### src/rtl/ref_seq_streamer_if.sv
// ref_seq_streamer_if: memory read port plus DTW input stream as seen by
// the streamer (master) and by the memory/DTW core side (slave).
interface ref_seq_streamer_if #(
    parameter int ADDR_W = 10,
    parameter int DATA_W = 32
);
    logic [ADDR_W-1:0] mem_addr;
    logic              mem_CS;
    logic              mem_WR;
    logic [DATA_W-1:0] mem_rdata;
    logic [DATA_W-1:0] dtw_in;
    logic              dtw_valid;
    logic              dtw_ready;

    modport master (
        output mem_addr, mem_CS, mem_WR, dtw_in, dtw_valid,
        input  mem_rdata, dtw_ready
    );

    modport slave (
        input  mem_addr, mem_CS, mem_WR, dtw_in, dtw_valid,
        output mem_rdata, dtw_ready
    );
endinterface

### src/rtl/ref_seq_streamer.sv
// ref_seq_streamer: reads num_seq sequences of SEQ_LEN words from a shared
// single-port memory and forwards each one to the DTW core as a single
// gap-free dtw_valid burst, waiting for dtw_ready between sequences.
module ref_seq_streamer #(
    parameter int SEQ_LEN = 20,
    parameter int ADDR_W  = 10,
    parameter int DATA_W  = 32
) (
    input  logic              clk,
    input  logic              nrst,
    input  logic              start,
    input  logic [ADDR_W-1:0] base_addr,
    input  logic [7:0]        num_seq,
    output logic              busy,
    output logic              done,
    ref_seq_streamer_if.master bus
);
    localparam int               CNT_W     = $clog2(SEQ_LEN);
    localparam logic [CNT_W-1:0] LAST_WORD = CNT_W'(SEQ_LEN - 1);

    typedef enum logic [2:0] {
        S_IDLE,
        S_READ,
        S_DRAIN,
        S_WAIT,
        S_DONE
    } state_t;

    state_t            state_q, state_d;
    logic [ADDR_W-1:0] ptr_q, ptr_d;
    logic [CNT_W-1:0]  word_cnt_q, word_cnt_d;
    logic              drain_q, drain_d;
    logic [7:0]        remain_q, remain_d;
    logic              cs_q, cs_d;
    logic              rd1_q, rd1_d;
    logic              valid_q, valid_d;
    logic [DATA_W-1:0] data_q, data_d;
    logic              busy_q, busy_d;
    logic              done_q, done_d;

    // State register.
    always_ff @(posedge clk or negedge nrst) begin
        if (!nrst) begin
            state_q <= S_IDLE;
        end else begin
            state_q <= state_d;
        end
    end

    // Next-state: READ lasts SEQ_LEN cycles, DRAIN two, WAIT until ready.
    always_comb begin
        state_d = state_q;
        case (state_q)
            S_IDLE:  if (start) state_d = (num_seq == '0) ? S_DONE : S_READ;
            S_READ:  if (word_cnt_q == LAST_WORD) state_d = S_DRAIN;
            S_DRAIN: if (drain_q) state_d = S_WAIT;
            S_WAIT:  if (bus.dtw_ready) state_d = (remain_q <= 8'd1) ? S_DONE : S_READ;
            S_DONE:  state_d = S_IDLE;
            default: state_d = S_IDLE;
        endcase
    end

    // Datapath and output next values; chip select follows the next state so
    // it is low exactly while READ is the registered state.
    always_comb begin
        ptr_d      = ptr_q;
        word_cnt_d = '0;
        drain_d    = 1'b0;
        remain_d   = remain_q;
        case (state_q)
            S_IDLE: begin
                if (start) begin
                    ptr_d    = base_addr;
                    remain_d = num_seq;
                end
            end
            S_READ: begin
                ptr_d      = ptr_q + ADDR_W'(1);
                word_cnt_d = (word_cnt_q == LAST_WORD) ? '0 : word_cnt_q + CNT_W'(1);
            end
            S_DRAIN: drain_d = ~drain_q;
            S_WAIT: begin
                if (bus.dtw_ready && (remain_q != '0)) remain_d = remain_q - 8'd1;
            end
            default: begin
            end
        endcase
        cs_d    = (state_d != S_READ);
        // Stage 1 marks a read sampled by the memory, stage 2 is the beat.
        rd1_d   = ~cs_q;
        valid_d = rd1_q;
        data_d  = rd1_q ? bus.mem_rdata : '0;
        // busy stays up through the DONE cycle and the one after it.
        busy_d  = (state_d != S_IDLE) || (state_q == S_DONE);
        done_d  = (state_q == S_DONE);
    end

    // Datapath and registered outputs.
    always_ff @(posedge clk or negedge nrst) begin
        if (!nrst) begin
            ptr_q      <= '0;
            word_cnt_q <= '0;
            drain_q    <= 1'b0;
            remain_q   <= '0;
            cs_q       <= 1'b1;
            rd1_q      <= 1'b0;
            valid_q    <= 1'b0;
            data_q     <= '0;
            busy_q     <= 1'b0;
            done_q     <= 1'b0;
        end else begin
            ptr_q      <= ptr_d;
            word_cnt_q <= word_cnt_d;
            drain_q    <= drain_d;
            remain_q   <= remain_d;
            cs_q       <= cs_d;
            rd1_q      <= rd1_d;
            valid_q    <= valid_d;
            data_q     <= data_d;
            busy_q     <= busy_d;
            done_q     <= done_d;
        end
    end

    assign bus.mem_addr  = ptr_q;
    assign bus.mem_CS    = cs_q;
    assign bus.mem_WR    = 1'b0;
    assign bus.dtw_in    = data_q;
    assign bus.dtw_valid = valid_q;
    assign busy          = busy_q;
    assign done          = done_q;
endmodule

### src/flat_wrapper.sv
// flat-port wrapper written by rule: the top's interface ports become plain ports
module ref_seq_streamer_flat 
#(
    parameter int SEQ_LEN = 20,
    parameter int ADDR_W  = 10,
    parameter int DATA_W  = 32
)
  (clk, nrst, start, base_addr, num_seq, busy, done, bus_mem_addr, bus_mem_CS, bus_mem_WR, bus_dtw_in, bus_dtw_valid, bus_mem_rdata, bus_dtw_ready);
  ref_seq_streamer_if #(.ADDR_W(ADDR_W), .DATA_W(DATA_W)) bus_i ();
  input  logic clk;
  input  logic nrst;
  input  logic start;
  input  logic [ADDR_W-1:0] base_addr;
  input  logic [7:0] num_seq;
  output logic busy;
  output logic done;
  output wire logic [$bits(bus_i.mem_addr)-1:0] bus_mem_addr;
  output wire logic [$bits(bus_i.mem_CS)-1:0] bus_mem_CS;
  output wire logic [$bits(bus_i.mem_WR)-1:0] bus_mem_WR;
  output wire logic [$bits(bus_i.dtw_in)-1:0] bus_dtw_in;
  output wire logic [$bits(bus_i.dtw_valid)-1:0] bus_dtw_valid;
  input wire logic [$bits(bus_i.mem_rdata)-1:0] bus_mem_rdata;
  input wire logic [$bits(bus_i.dtw_ready)-1:0] bus_dtw_ready;
  assign bus_mem_addr = bus_i.mem_addr;
  assign bus_mem_CS = bus_i.mem_CS;
  assign bus_mem_WR = bus_i.mem_WR;
  assign bus_dtw_in = bus_i.dtw_in;
  assign bus_dtw_valid = bus_i.dtw_valid;
  assign bus_i.mem_rdata = bus_mem_rdata;
  assign bus_i.dtw_ready = bus_dtw_ready;
  ref_seq_streamer #(.SEQ_LEN(SEQ_LEN), .ADDR_W(ADDR_W), .DATA_W(DATA_W)) u_core (.clk(clk), .nrst(nrst), .start(start), .base_addr(base_addr), .num_seq(num_seq), .busy(busy), .done(done), .bus(bus_i));
endmodule
### config.mk
export PLATFORM = sky130hd
export DESIGN_NAME = ref_seq_streamer_flat
export DESIGN_NICKNAME = d
export VERILOG_FILES = /design/src/rtl/ref_seq_streamer_if.sv /design/src/rtl/ref_seq_streamer.sv /design/src/flat_wrapper.sv
export SDC_FILE = /design/constraint.sdc
export NUM_CORES = 1
export LEC_CHECK = 0
export ABC_AREA = 1
export CORE_UTILIZATION = 49
export CTS_CLUSTER_DIAMETER = 60
export DETAILED_ROUTE_END_ITERATION = 8
export GPL_TIMING_DRIVEN = 1
export PLACE_DENSITY = 0.9
export SYNTH_ARGS = -nofsm -noshare
export SYNTH_HDL_FRONTEND = slang
export SYNTH_SLANG_ARGS = --single-unit
### constraint.sdc
create_clock -name clk -period 2.2 [get_ports clk]
set_input_delay 0.44 -clock clk [delete_from_list [all_inputs] [get_ports clk]]
set_output_delay 0.44 -clock clk [all_outputs]
set_load 0.005 [all_outputs]
==> summary by stage, run 1 <==
STA
Setup repair after global routing left no endpoint under its margin. In the final timing run, aggregate negative setup slack is 0 ps. The max-slew violation count was 0. Once routing completed, OpenROAD measured the worst setup slack at 369 ps. The post-route minimum period is 1830 ps.

The count of final setup violators is 0. The clock skew is 3.98 ps. The final clock period utilization by the worst path is 83.2%. The maximum clock frequency is 546 MHz.

The hold violation count in the final report is 0.

Pwr
Dividing total power by cell area gives a power density of 1130 mW/mm^2. The leakage power is 2.17 nW. The largest voltage drop on the vdd net is 655 uV.

Yosys
Yosys attributes the largest share of cell area to dfrtp_1 53%, nand2_1 12%, inv_1 6.6%, nor2_1 5.3%, nand3_1 3.5%. The synthesized design contains 64 register bits. The number of instances in the synthesized netlist is 356. The Yosys step of the flow raised 0 warnings.

The simple-gate share of the synthesized area is 28.7%. The synthesized-area fraction occupied by xor and xnor cells is 1.17%. The biggest area contributor in the post-synthesis netlist is dfrtp_1. The proportion of synthesized chip area in sequential cells is 53.5%.

Yosys mapped a number of flops with a built-in enable equal to 0. After synthesis, the share of cell area in mux cells is 0%. After synthesis, the largest family of logic cells by area is simple AND/OR/NAND/NOR gates. The area share of the leading cell type in the synthesized netlist is 52.6%.

The synthesized netlist occupies a cell area of 0.00300 mm^2. Synthesis instantiated 33 different standard cells from the library. The fraction of registers with async set/reset is 100%. The average instance area after synthesis is 8.42 um^2. In the synthesized netlist the dominant register cell turns out to be dfrtp_1.

The compound-gate portion of the synthesized area is 5.26%. The post-synthesis net count is 415. The adder and majority cell fraction of the synthesized area is 2.09%.

Floorplanning
The area enclosed by the die boundary is 0.00643 mm^2. For this configuration, the core starts out at a cell density of 50.6%. The height of the chip is 80.2 um. The top-level I/O count is 101. The core region is 0.00592 mm^2. The die width is 80.2 um. The number of placement rows is 28.

Route
The count of nets left with antenna violations after detail routing is 0. For this block, the routed nets add up to 7020 um of wire. For this run, the detailed router's first-pass iteration total came to 4. The post-route DRC violation count is 0.

Dividing the detail-routed via count by the number of cells gives 4.92. The average detailed-routed wire length per instance is 13.0 um. Summing over every cut layer, the via total after detailed routing is 2655. After the first detailed-routing iteration, the DRC count stood at 166.

CTS
The master cell of the clock root buffer is clkbuf_8. Counting along the longest clock path gives a buffer depth of 2. After clock tree synthesis, the clock-pin slew on the worst setup and hold paths is 70 ps. The number of gates resized after CTS is 0. TritonCTS built the clock tree.

The maximum level of the CTS H-tree is 3. The post-CTS setup buffer count is 0. The clock latency reported for the late side of the worst-skew pair is 340 ps. The number of clock buffers added by TritonCTS is 9. Buffers inserted to repair hold after CTS numbered 0.

For this design, the sink count on the clock tree is 64.

Setup path
The worst setup path is launched from a flip-flop. The top fanout value on the critical path is 13. At the worst endpoint, the required time is 2430 ps. Data arrives at the worst endpoint at 2060 ps.

The endpoint class of the critical path is a flip-flop. By startpoint and endpoint, the worst setup path is classified as reg -> reg.

Layout
In the final layout, the share of cells above drive strength 1 is 10.8%. The relative area change from synthesis to final layout is 42.4%. The final net count is 519. The number of diodes added for antenna fixing is 0.

GRT
In the global route stage, overall resource usage came out at 23.5%. The number of global-route vias before repair is 2537. The initial antenna violation count is 0. The first global-routing pass estimated 11300 um of wire. The largest net degree at the start of global routing is 65. The total overflow left after global routing is 0.

Job
The tool flagged a number of max-cap violations equal to 0.

Placement
Detailed placement finished with a half-perimeter wire length of 4930 um. The weighted congestion reported at the end of routability-driven placement is 0.840. At the placement stage, the worst setup path has a slack of 296 ps. The number of port buffers is 99.

Run status
The run finished with clean final reports.

Worst hold path
The type of the tightest min-delay check is in -> async.
## logic make-up after synthesis
kind of cell | Yosys count
xor+xnor | 4
buf+inv | 65
compound gates | 25
flops | 64
simple gates | 192
other cells | 1
fa+ha+maj | 5
## placed cells by master, fill, tap and decap left out, drive strengths merged, types with 5 or more instances in the layout
cell type / instances
clkbuf: 11
a21oi: 5
nand3: 27
dfrtp: 63
ha: 5
clkdlybuf4s50: 98
or2: 5
nor2: 45
nor3: 5
inv: 56
o21ai: 16
nand2: 105
## per-layer routing
metal	up-vias	part of all wire, %	global-route usage (%)
met5	-	0	0
met4	0	2.6	12.0
met3	16	9.2	8.41
met2	119	48	38.5
met1	1227	40	27.0
li1	1293	-	-
## cell type report
cell class                 instances  area [um^2]
clock inverter                     5         80.1
tap                               75         93.8
multi-input combinational        227         1120
fill                             433         1650
sequential                        64         1600
timing repair buffer             102         1020
inverter                          56          210
clock buffer                      11          141
## power breakdown
group	internal (mW)	switching, mW
Combinational	0.895	0.968
Clock	0.667	0.461
Sequential	1.53	0.300
## final timing paths
path | from | to | slack [ps] | cells after the start
max | u_core.state_q[2]$_DFF_PN0_ | u_core.remain_q[4]$_DFFE_PN0P_ | 370 | 8
min | nrst | u_core.bus.mem_addr[4]$_DFFE_PN0P_ | 90 | 2
max reg2reg | u_core.state_q[2]$_DFF_PN0_ | u_core.remain_q[4]$_DFFE_PN0P_ | 370 | 8
min reg2reg | u_core.drain_q$_DFF_PN0_ | u_core.drain_q$_DFF_PN0_ | 440 | 1
max in group asynchronous | nrst | u_core.bus.mem_CS$_DFF_PN1_ | 1790 | 2
min in group clk | u_core.drain_q$_DFF_PN0_ | u_core.drain_q$_DFF_PN0_ | 440 | 1
## registers in the layout, indices dropped and copies added (netlist names)
| name | flops |
|---|---|
| u_core.bus.dtw_in | 32 |
| u_core.bus.mem_addr | 10 |
| u_core.remain_q | 8 |
| u_core.word_cnt_q | 5 |
| u_core.state_q | 3 |
| u_core.bus.dtw_valid | 1 |
| u_core.bus.mem_CS | 1 |
| u_core.busy | 1 |
| u_core.done | 1 |
| u_core.drain_q | 1 |
| u_core.rd1_q | 1 |
## cell usage after synthesis, drive strengths merged, types with 3 or more instances
library cell	count
ha	5
nor2	45
nor3	5
buf	6
a21oi	5
or2	5
nand4	4
xor2	4
nand3	27
inv	56
clkbuf	3
nand2	105
o21ai	16
dfrtp	63
## critical path, stage by stage, from the launching register on
cell and delay, ps:
dfrtp_1 400, inv_1 190, nand3_2 300, nor2_2 200, o21ai_2 120, nand2_2 310, nand2_1 90, nand2_1 70
nand2_1 50
## per-stage QoR
step	total power, mW	std cells	utilization, %	hold slack, ps	area, um^2
2_1_floorplan	2.85	356	-	144	3000
3_3_place_gp	3.57	524	68.3	410	4050
3_5_place_dp	3.68	524	68.3	420	4050
4_1_cts	4.83	540	72.1	118	4270
5_1_grt	5.16	540	72.1	124	4270
6_report	4.82	540	72.1	86.9	4270
Power figures use the tool's default switching activity.
==> run 2: changes to the inputs <==
--- a/config.mk
+++ b/config.mk
@@ -6,11 +6,11 @@
 export NUM_CORES = 1
 export LEC_CHECK = 0
 export ABC_AREA = 1
-export CORE_UTILIZATION = 49
+export CORE_UTILIZATION = 46
 export CTS_CLUSTER_DIAMETER = 60
 export DETAILED_ROUTE_END_ITERATION = 8
 export GPL_TIMING_DRIVEN = 1
-export PLACE_DENSITY = 0.9
+export PLACE_DENSITY = 0.86
 export SYNTH_ARGS = -nofsm -noshare
 export SYNTH_HDL_FRONTEND = slang
 export SYNTH_SLANG_ARGS = --single-unit
==> constraint.sdc (replaced) <==
create_clock -name clk -period 1.9 [get_ports clk]
set_input_delay 0.38 -clock clk [delete_from_list [all_inputs] [get_ports clk]]
set_output_delay 0.38 -clock clk [all_outputs]
set_load 0.005 [all_outputs]
==> run 2 against run 1 <==
Critical path depth decreased by 7. Via count decreased by 2.1%. Flip-flop and latch count unchanged. Non-clock buffer count increased by 2. Critical path type is now reg -> out.
==> summary by stage, run 2 (synthesis gave the netlist of run 1 again) <==
Floorplanning
The die width is 82.7 um (was 80.2 um). The number of placement rows was 29 (was 28). The core region area is 0.00631 mm^2 (was 0.00592 mm^2). The height of the chip came to 82.7 um (was 80.2 um). The area enclosed by the die boundary is 0.00684 mm^2 (was 0.00643 mm^2). The top-level I/O count was 101 (unchanged). The effective utilization at floorplan came to 47.5% (was 50.6%).

CTS
The clock transition time at the flip-flop clock pins of the worst setup and hold paths came to 70 ps (about the same). The number of buffers created by CTS was 9 (unchanged). The clock latency reported for the late side of the worst-skew pair was 330 ps (was 340 ps).

The master cell of the clock root buffer is clkbuf_8 (unchanged). The total clock sinks was 64 (unchanged). The clock tree buffer depth came to 2 (unchanged). The number of hold buffers added after CTS was 0 (unchanged). The maximum level of the CTS H-tree was 3 (unchanged). The number of gates resized after CTS is 0 (unchanged).

The clock tree from TritonCTS is built (unchanged). The post-CTS setup buffer count is 0 (unchanged).

GRT
The overall track demand over capacity in global routing is 22.2% (was 23.5%). The sum of overflow across all layers after global routing was 0 (unchanged). The most congested layer reported by global routing is met2 (unchanged). The first-pass GRT wire length is 11100 um (was 11300 um). The met2 global-route usage is 34.3% (was 38.5%). The met3 global-route usage came to 11.5% (was 8.41%).

The largest net degree at the start of global routing is 65 (unchanged). The routing usage on met1 is 27.0% (about the same). The initial antenna violation count came to 0 (unchanged). The number of global-route vias before repair is 2447 (was 2537).

Layout
The final net count is 521 (was 519). The proportion of layout cells with a drive suffix above 1 was 11.3% (was 10.8%). The core utilization of the finished layout is 68.4% (was 72.1%). The number of diodes added for antenna fixing is 0 (unchanged). The number of standard cells in the layout, taps in and fillers out was 544 (was 540). The flip-flop count of the largest register after layout came to 32 (unchanged). The relative area change from synthesis to final layout was 44.2% (was 42.4%).

The number of filler cells placed in the layout is 481 (was 433). Most frequent cells in the layout: 98 x nand2_1, 98 x clkdlybuf4s50_1, 63 x dfrtp_1, 53 x inv_1, 42 x nor2_1 (unchanged).

STA
The maximum clock frequency is 571 MHz. The clock skew was 8.26 ps (was 3.98 ps). The final clock period utilization by the worst path is 92.1%. The post-route minimum period is 1750 ps. The count of final setup violators is 0 (unchanged). The setup total negative slack is 0 ps (unchanged).

The hold slack was 52.0 ps (was 86.9 ps). Unrepaired setup endpoints after global routing: no (unchanged). At the pin with the least slew margin, the transition time is 907 ps.

The max-slew violation count was 0 (unchanged). The remaining max-slew budget at the tightest pin is 39.6%. The hold violation count in the final report is 0 (unchanged).

Setup path
The cell with the largest stage delay on the worst path is dfstp_2 (was dfrtp_1). The cell count of the worst reg-to-reg path is 8 (unchanged). The last element of the critical path is bus_mem_CS (was u_core.remain_q[4]$_DFFE_PN0P_).

The startpoint-to-endpoint class of the critical path is reg -> out (was reg -> reg). The reg-to-reg startpoint is u_core.remain_q[1]$_DFFE_PN0P_ (was u_core.state_q[2]$_DFF_PN0_). The type of element launching the critical path was a flip-flop (unchanged). The buffer and inverter count on the worst path is 1 (unchanged). The reg-to-reg endpoint is u_core.remain_q[0]$_DFFE_PN0P_ (was u_core.remain_q[4]$_DFFE_PN0P_). Worst-path cell chain: clkdlybuf4s50_1 (was inv_1 -> nand3_2 -> nor2_2 -> o21ai_2 -> nand2_2 -> nand2_1 -> nand2_1 -> nand2_1). The delay of the slowest cell on the worst path is 540 ps (was 400 ps). The worst setup slack for register-to-register paths is 250 ps (was 370 ps). The count of cell instances traversed by the critical path is 1 (was 8). The launch point of the critical path is u_core.bus.mem_CS$_DFF_PN1_ (was u_core.state_q[2]$_DFF_PN0_). The gate family responsible for the most delay along the worst path is flip-flops (was simple AND/OR/NAND/NOR gates). The endpoint class of the critical path was an output pin (was flip-flop). The signal arrival time at the worst endpoint is 1370 ps (was 2060 ps). The critical path required time is 1520 ps (was 2430 ps). The top fanout value on the critical path is 2 (was 13).

Pwr
The largest voltage drop on the vdd net came to 695 uV (was 655 uV). The leakage power is 2.19 nW (was 2.17 nW). The total power per unit cell area is 1320 mW/mm^2 (was 1130 mW/mm^2).

Route
The count of nets left with antenna violations after detail routing came to 0 (unchanged). The average vias per placed instance is 4.78 (was 4.92). The average detailed-routed wire length per instance was 12.4 um (was 13.0 um). The first-iteration detailed-routing DRC count was 140 (was 166).

The wire length after detailed routing is 6770 um (was 7020 um). The total iterations of the first detailed-routing run is 5 (was 4). The post-route DRC violation count is 0 (unchanged). The overall via count from detail_route is 2599 (was 2655).

Run status
Result of the run: completed (unchanged).

Worst hold path
The type of the tightest min-delay check is in -> async (unchanged).

Placement
The number of port buffers was 99 (unchanged). The weighted congestion reported at the end of routability-driven placement is 0.804 (was 0.840). The post-placement cell count is 528 (was 524). The half-perimeter wire length after detailed placement was 4880 um (was 4930 um).

Job
The max-cap check violation count is 0 (unchanged).
-- run 2: worst min path at each step --
stage	to	slack [ps]	cells past startpoint
global route	u_core.done$_DFF_PN0_	70	2
CTS	u_core.bus.dtw_in[30]$_DFF_PN0_	60	2
detailed placement	u_core.state_q[2]$_DFF_PN0_	420	1
global placement	u_core.state_q[2]$_DFF_PN0_	410	1
finish	u_core.bus.dtw_in[12]$_DFF_PN0_	50	2
floorplan	u_core.bus.dtw_in[0]$_DFF_PN0_	80	0
-- run 2: through the flow --
| step | power, mW | instance area [um^2] | setup slack [ps] |
|---|---|---|---|
| 3_3_place_gp | 4.19 | 4080 | 175 |
| 5_1_grt | 6.12 | 4320 | 91.8 |
| 4_1_cts | 5.73 | 4320 | 119 |
| 6_report | 5.68 | 4320 | 150 |
| 3_5_place_dp | 4.28 | 4080 | 136 |
| 2_1_floorplan | 3.31 | 3000 | 482 |
-- run 2: area by class of cell --
type,instances,area [um^2],area share (%)
clock buffer,9,124,2.87
clock inverter,7,120,2.78
timing repair buffer,104,1050,24.3
inverter,56,210,4.87
sequential,64,1600,37.1
tap,77,96.3,2.23
multi-input combinational,227,1120,25.9
-- run 2: layer usage --
layer  wire, um  vias up
met5          0        -
met4         39        0
met3        646        4
met2       3260       95
met1       2820     1205
li1           -     1295
-- run 2: report_power, final --
part | switching, mW | internal, mW
Combinational | 1.04 | 1.06
Clock | 0.541 | 0.873
Sequential | 0.402 | 1.77
Total | 1.98 | 3.70
